<file path="config.mk">
export PLATFORM = sky130hd
export DESIGN_NAME = msg_tx_controller
export DESIGN_NICKNAME = d
export VERILOG_FILES = /design/src/rtl/msg_tx_pkg.sv /design/src/rtl/msg_tx_controller_bit_timer.sv /design/src/rtl/msg_tx_controller.sv
export SDC_FILE = /design/constraint.sdc
export NUM_CORES = 1
export LEC_CHECK = 0
export ABC_AREA = 1
export ABC_CLOCK_PERIOD_IN_PS = 4700
export CORE_ASPECT_RATIO = 0.5
export CORE_MARGIN = 3
export CORE_UTILIZATION = 33
export CTS_BUF_LIST = sky130_fd_sc_hd__clkbuf_8
export CTS_CLUSTER_DIAMETER = 40
export DETAILED_ROUTE_END_ITERATION = 12
export PLACE_DENSITY = 0.53
export SLEW_MARGIN = 20
export SYNTH_ARGS = -nofsm -noshare
export SYNTH_HDL_FRONTEND = slang
export SYNTH_SLANG_ARGS = --single-unit
</file>
<file path="constraint.sdc">
create_clock -name clk -period 4.7 [get_ports clk]
set_input_delay 1.175 -clock clk [delete_from_list [all_inputs] [get_ports clk]]
set_output_delay 1.175 -clock clk [all_outputs]
set_load 0.01 [all_outputs]
</file>
<file path="src/rtl/msg_tx_pkg.sv">
// msg_tx_pkg: shared state type, framing constants and sizing helpers
// for the serial message transmitter.
package msg_tx_pkg;

    typedef enum logic [1:0] {
        ST_IDLE = 2'd0,
        ST_SEND = 2'd1,
        ST_GAP  = 2'd2
    } tx_state_t;

    localparam int unsigned MSG_W_DEF  = 10;
    localparam int unsigned FRAME_BITS = MSG_W_DEF + 2;
    localparam logic        LINE_IDLE  = 1'b1;

    // Start bit + message + stop bit.
    function automatic int unsigned frame_bits(input int unsigned msg_w);
        return msg_w + 2;
    endfunction

    function automatic int unsigned max3(input int unsigned a,
                                         input int unsigned b,
                                         input int unsigned c);
        int unsigned m;
        m = (a > b) ? a : b;
        return (m > c) ? m : c;
    endfunction

endpackage

</file>
<file path="src/rtl/msg_tx_controller_bit_timer.sv">
// bit_timer: loadable down-counter; tick is high while the count sits at zero.
// Times both the bit period and the inter-frame gap.
module bit_timer #(
    parameter int unsigned CNT_W = 2
) (
    input  logic             clk,
    input  logic             rst,
    input  logic             load,
    input  logic [CNT_W-1:0] load_val,
    output logic             tick
);

    logic [CNT_W-1:0] count;

    always_ff @(posedge clk) begin
        if (rst) begin
            count <= '0;
        end else if (load) begin
            count <= load_val;
        end else if (count != '0) begin
            count <= count - 1'b1;
        end
    end

    assign tick = (count == '0);

endmodule

</file>
<file path="src/rtl/msg_tx_controller.sv">
// msg_tx_controller: frames the captured switch message (start 0, MSB first,
// stop 1) onto a registered serial line, one-shot or repeating with idle gaps.
module msg_tx_controller
    import msg_tx_pkg::*;
#(
    parameter int unsigned MSG_W        = MSG_W_DEF,
    parameter int unsigned BIT_CYC_SLOW = 4,
    parameter int unsigned BIT_CYC_FAST = 1,
    parameter int unsigned GAP_CYC      = 3
) (
    input  logic             clk,
    input  logic             rst,
    input  logic             init,
    input  logic [MSG_W-1:0] SW,
    input  logic             start,
    input  logic             mode,
    input  logic             sel,
    output logic             out,
    output logic             busy,
    output logic             done
);

    localparam int unsigned MAX_CYC  = max3(BIT_CYC_SLOW, BIT_CYC_FAST, GAP_CYC);
    localparam int unsigned CNT_W    = $clog2(MAX_CYC + 1);
    localparam int unsigned IDX_W    = $clog2(frame_bits(MSG_W));
    localparam int unsigned LAST_IDX = frame_bits(MSG_W) - 1;

    localparam logic [CNT_W-1:0] SLOW_REL = CNT_W'(BIT_CYC_SLOW - 1);
    localparam logic [CNT_W-1:0] FAST_REL = CNT_W'(BIT_CYC_FAST - 1);
    localparam logic [CNT_W-1:0] GAP_REL  = CNT_W'(GAP_CYC - 1);

    tx_state_t        state, state_nxt;
    logic [MSG_W-1:0] msg_reg;
    logic [MSG_W-1:0] shreg;
    logic [IDX_W-1:0] bit_idx;
    logic [CNT_W-1:0] rel_q;
    logic             mode_q;
    logic             stop_req;

    logic             tick;
    logic             tmr_load;
    logic [CNT_W-1:0] tmr_val;
    logic             begin_frame;
    logic             advance;
    logic             finish;
    logic             stop_now;

    bit_timer #(
        .CNT_W(CNT_W)
    ) u_timer (
        .clk     (clk),
        .rst     (rst),
        .load    (tmr_load),
        .load_val(tmr_val),
        .tick    (tick)
    );

    always_ff @(posedge clk) begin
        if (rst) begin
            state <= ST_IDLE;
        end else begin
            state <= state_nxt;
        end
    end

    // A stop pulse on the deciding cycle itself counts, so it never slips a frame.
    always_comb begin
        state_nxt   = state;
        tmr_load    = 1'b0;
        tmr_val     = rel_q;
        begin_frame = 1'b0;
        advance     = 1'b0;
        finish      = 1'b0;
        stop_now    = stop_req | (start & mode_q);
        case (state)
            ST_IDLE: begin
                if (start) begin
                    state_nxt   = ST_SEND;
                    begin_frame = 1'b1;
                    tmr_load    = 1'b1;
                    tmr_val     = sel ? FAST_REL : SLOW_REL;
                end
            end
            ST_SEND: begin
                if (tick) begin
                    if (bit_idx == IDX_W'(LAST_IDX)) begin
                        if (!mode_q || stop_now) begin
                            state_nxt = ST_IDLE;
                            finish    = 1'b1;
                        end else begin
                            state_nxt = ST_GAP;
                            tmr_load  = 1'b1;
                            tmr_val   = GAP_REL;
                        end
                    end else begin
                        advance  = 1'b1;
                        tmr_load = 1'b1;
                    end
                end
            end
            ST_GAP: begin
                if (tick) begin
                    if (stop_now) begin
                        state_nxt = ST_IDLE;
                        finish    = 1'b1;
                    end else begin
                        state_nxt   = ST_SEND;
                        begin_frame = 1'b1;
                        tmr_load    = 1'b1;
                    end
                end
            end
            default: state_nxt = ST_IDLE;
        endcase
    end

    always_ff @(posedge clk) begin
        if (rst) begin
            msg_reg  <= '0;
            shreg    <= '0;
            bit_idx  <= '0;
            rel_q    <= '0;
            mode_q   <= 1'b0;
            stop_req <= 1'b0;
            out      <= LINE_IDLE;
            done     <= 1'b0;
        end else begin
            done <= finish;
            if (state == ST_IDLE) begin
                if (init) begin
                    msg_reg <= SW;
                end
                if (start) begin
                    mode_q <= mode;
                    rel_q  <= sel ? FAST_REL : SLOW_REL;
                end
            end
            // Same-cycle init+start sends the fresh switch value.
            if (begin_frame) begin
                shreg   <= (state == ST_IDLE && init) ? SW : msg_reg;
                bit_idx <= '0;
                out     <= 1'b0;
            end
            if (advance) begin
                bit_idx <= bit_idx + 1'b1;
                if (bit_idx == IDX_W'(LAST_IDX - 1)) begin
                    out <= LINE_IDLE;
                end else begin
                    out   <= shreg[MSG_W-1];
                    shreg <= shreg << 1;
                end
            end
            if (state_nxt == ST_IDLE) begin
                stop_req <= 1'b0;
            end else if (state != ST_IDLE && start && mode_q) begin
                stop_req <= 1'b1;
            end
        end
    end

    assign busy = (state != ST_IDLE);

endmodule

</file>
==> results.json <==
{
  "ir_drop_uv": 123.9,
  "fin_crit_ps": 2964,
  "startpoint": "state[0]",
  "crit_path_max_fanout": 9,
  "syn_area_per_cell_um2": 7.025,
  "reg2reg_slack_ps": 2540,
  "grt_pass1_vias": 1436,
  "fin_area_um2": 2182,
  "ctsHtreeMaxLevel": 2,
  "drtPass1Iterations": 4,
  "cp_slowest_stage_delay_ps": 560,
  "drt-total-wl_mm": 3.760,
  "setup_viol": 0,
  "postSynthCellCount": 267,
  "ys_warn_count": 0,
  "comb_power_share": 0.234,
  "dpl_cell_area_um2": 2088,
  "worstPathCellList": "inv_1 > ha_1 > inv_2 > clkdlybuf4s50_1",
  "io_pins": 19,
  "crit_buf_inv": 3,
  "seq_area_frac_synth": 0.3843,
  "fin_setup_tns_ps": 0,
  "cts_made_buffers": 5,
  "synthesis.area_um2": 1876,
  "antenna_found_initial": 0,
  "syn_to_final_growth_pct": 16.34,
  "r2r-start": "state[0]",
  "avgRoutedWirePerCell_um": 10.56,
  "dp_hpwl_mm": 2.697,
  "rr_worst_depth": 10,
  "p_seq_frac": 0.461,
  "syn_nets": 291,
  "fin_crit_sh": 0.6307,
  "hold_buffers": 0,
  "clk-insertion-delay-late_ps": 280,
  "maxSlewHeadroom": 0.4349,
  "drtIter0Drc": 35,
  "worstPathRequired_ps": 3520,
  "ant_nets": 0,
  "die_x_um": 112.6,
  "diodes": 0,
  "critPathKind": "reg -> out",
  "ys_async_sr_fraction": 0,
  "cp_top_family": "buffers and inverters",
  "worstReg2RegEnd": "u_timer.count[2]",
  "worst_slew_pin_slew_ps": 846.7,
  "cts_tree": "yes",
  "worst_setup_path_end_kind": "output port",
  "maxCapViolCount": 0,
  "grt_max_degree": 21,
  "cts_sinks": 36,
  "cellLeakagePower_nw": 1.026,
  "nFillCells": 546,
  "die_h_um": 59.31,
  "p_int_w": 0.0005221,
  "grt_pass1_wl_mm": 6.520,
  "fmax_mhz": 337.3,
  "arrival_ps": 1790,
  "rows": 18,
  "hold_start": "rel_q[2]",
  "finalPower_w": 0.0007558,
  "clockRootBuffer": "clkbuf_8",
  "hold_viol_final": 0,
  "synth-edff-count": 0,
  "synth.distinct_cells": 27,
  "hold-path-endpoint": "rel_q[2]",
  "status": "finished, final reports clean",
  "cts_resized": 0,
  "globalplace.congestion": 0.8808,
  "critPathSlowestCell": "clkdlybuf4s50_1",
  "fin_worst_skew_ps": 7.306,
  "start_kind": "flip-flop",
  "start_util": 0.3605,
  "core_area_um2": 5202,
  "cts_setup_buffers": 0,
  "synth_seq_cells": 36,
  "slew_viol_final": 0,
  "hold_path.class": "reg -> reg",
  "final_util": 0.4194,
  "power.density_nw_per_um2": 346.4,
  "ys.flop_type": "dfxtp_1",
  "io_buffers": 18,
  "clockBufferDepth": 2,
  "grt_util_all_layers": 0.1213,
  "swShare": 0.3092,
  "overflow": 0,
  "rsz0062_at_grt": "false",
  "layout-drive-gt1-share": 0.07692,
  "clk_pin_slew_worst_paths_ps": 80,
  "avgViaCountPerCell": 4.503,
  "clkPwrFrac": 0.305,
  "fin_nets": 309,
  "vias": 1603,
  "whs_path_depth": 2,
  "die-area_um2": 6679,
  "drc_errors": 0,
  "switchingPower_w": 0.0002337
}
-- metal layers --
layer	GRT usage	wire length [um]	up-vias
li1	-	-	872
met1	0.1672	2012	709
met2	0.1911	1614	22
met3	0.03772	133	0
met4	0.02055	0	0
met5	0	0	-
-- kinds of logic after synthesis --
kind of cell	synth area share
mux	0.01067
fa+ha+maj	0.05337
xor+xnor	0.01401
buf+inv	0.1294
compound gates	0.1488
simple gates	0.2595
flops	0.3843
-- final cells by class --
type | instances | area, um2 | area share
clock buffer | 6 | 82.58 | 0.03784
clock inverter | 2 | 11.26 | 0.005161
timing repair buffer | 18 | 180.2 | 0.08257
sequential | 36 | 720.7 | 0.3303
multi-input combinational | 174 | 912.1 | 0.4180
inverter | 50 | 187.7 | 0.08601
tap | 70 | 87.58 | 0.04014
-- worst max path at each step --
stage | slack (ps) | depth (start not counted) | to
5_1_grt | 1600 | 10 | u_timer.count[2]
2_1_floorplan | 2710 | 3 | busy
4_1_cts | 1730 | 4 | busy
3_5_place_dp | 1540 | 10 | u_timer.count[2]
3_3_place_gp | 1510 | 10 | u_timer.count[2]
6_report | 1740 | 4 | busy
-- synthesized netlist by cell type, drive strengths merged, types with 2 or more instances --
library cell	number	area (um2)
o211ai	9	67.56
o21ai	25	125.1
buf	6	51.30
ha	8	100.1
xor2	2	17.52
inv	50	187.7
a21oi	12	60.06
nand2	68	285.3
nand3	15	80.08
mux2i	2	20.02
dfxtp	36	720.7
nor2	28	115.1
-- tightest hold or removal path: stages, from the launching register on --
cell,delay (ps)
dfxtp_1,310
nand2_1,60
nor2_1,40
-- metrics by stage --
stage | hold slack (ps) | setup slack, ps | std cells
after global placement | 444.2 | 1510 | 348
after global routing | 473.2 | 1604 | 356
after detailed placement | 439.5 | 1536 | 348
after CTS | 449.6 | 1725 | 356
after floorplan | 422.9 | 2708 | 267
final | 449.1 | 1736 | 356
-- layout by cell type (no fill, tap or decap), drive strengths merged --
cell           synthesis  layout
ha                     8       8
xor2                   2       2
inv                   50      51
clkbuf                 1       6
o211ai                 9       9
clkinvlp               0       1
o21ai                 25      25
nand2                 68      68
nand3                 15      15
or2                    1       1
xnor2                  1       1
a31oi                  1       1
mux2i                  2       2
a22oi                  1       1
nor2                  28      28
a211oi                 1       1
clkdlybuf4s50          0      18
dfxtp                 36      36
a21oi                 12      12
-- power by group through the flow --
stage          Clock (W)  Sequential, W  Combinational, W
2_1_floorplan          0       0.000353          0.000140
3_3_place_gp           0       0.000355          0.000175
3_5_place_dp           0       0.000355          0.000178
4_1_cts         0.000240       0.000348          0.000179
5_1_grt         0.000254       0.000352          0.000205
6_report        0.000230       0.000348          0.000177
Power figures use the tool's default switching activity.
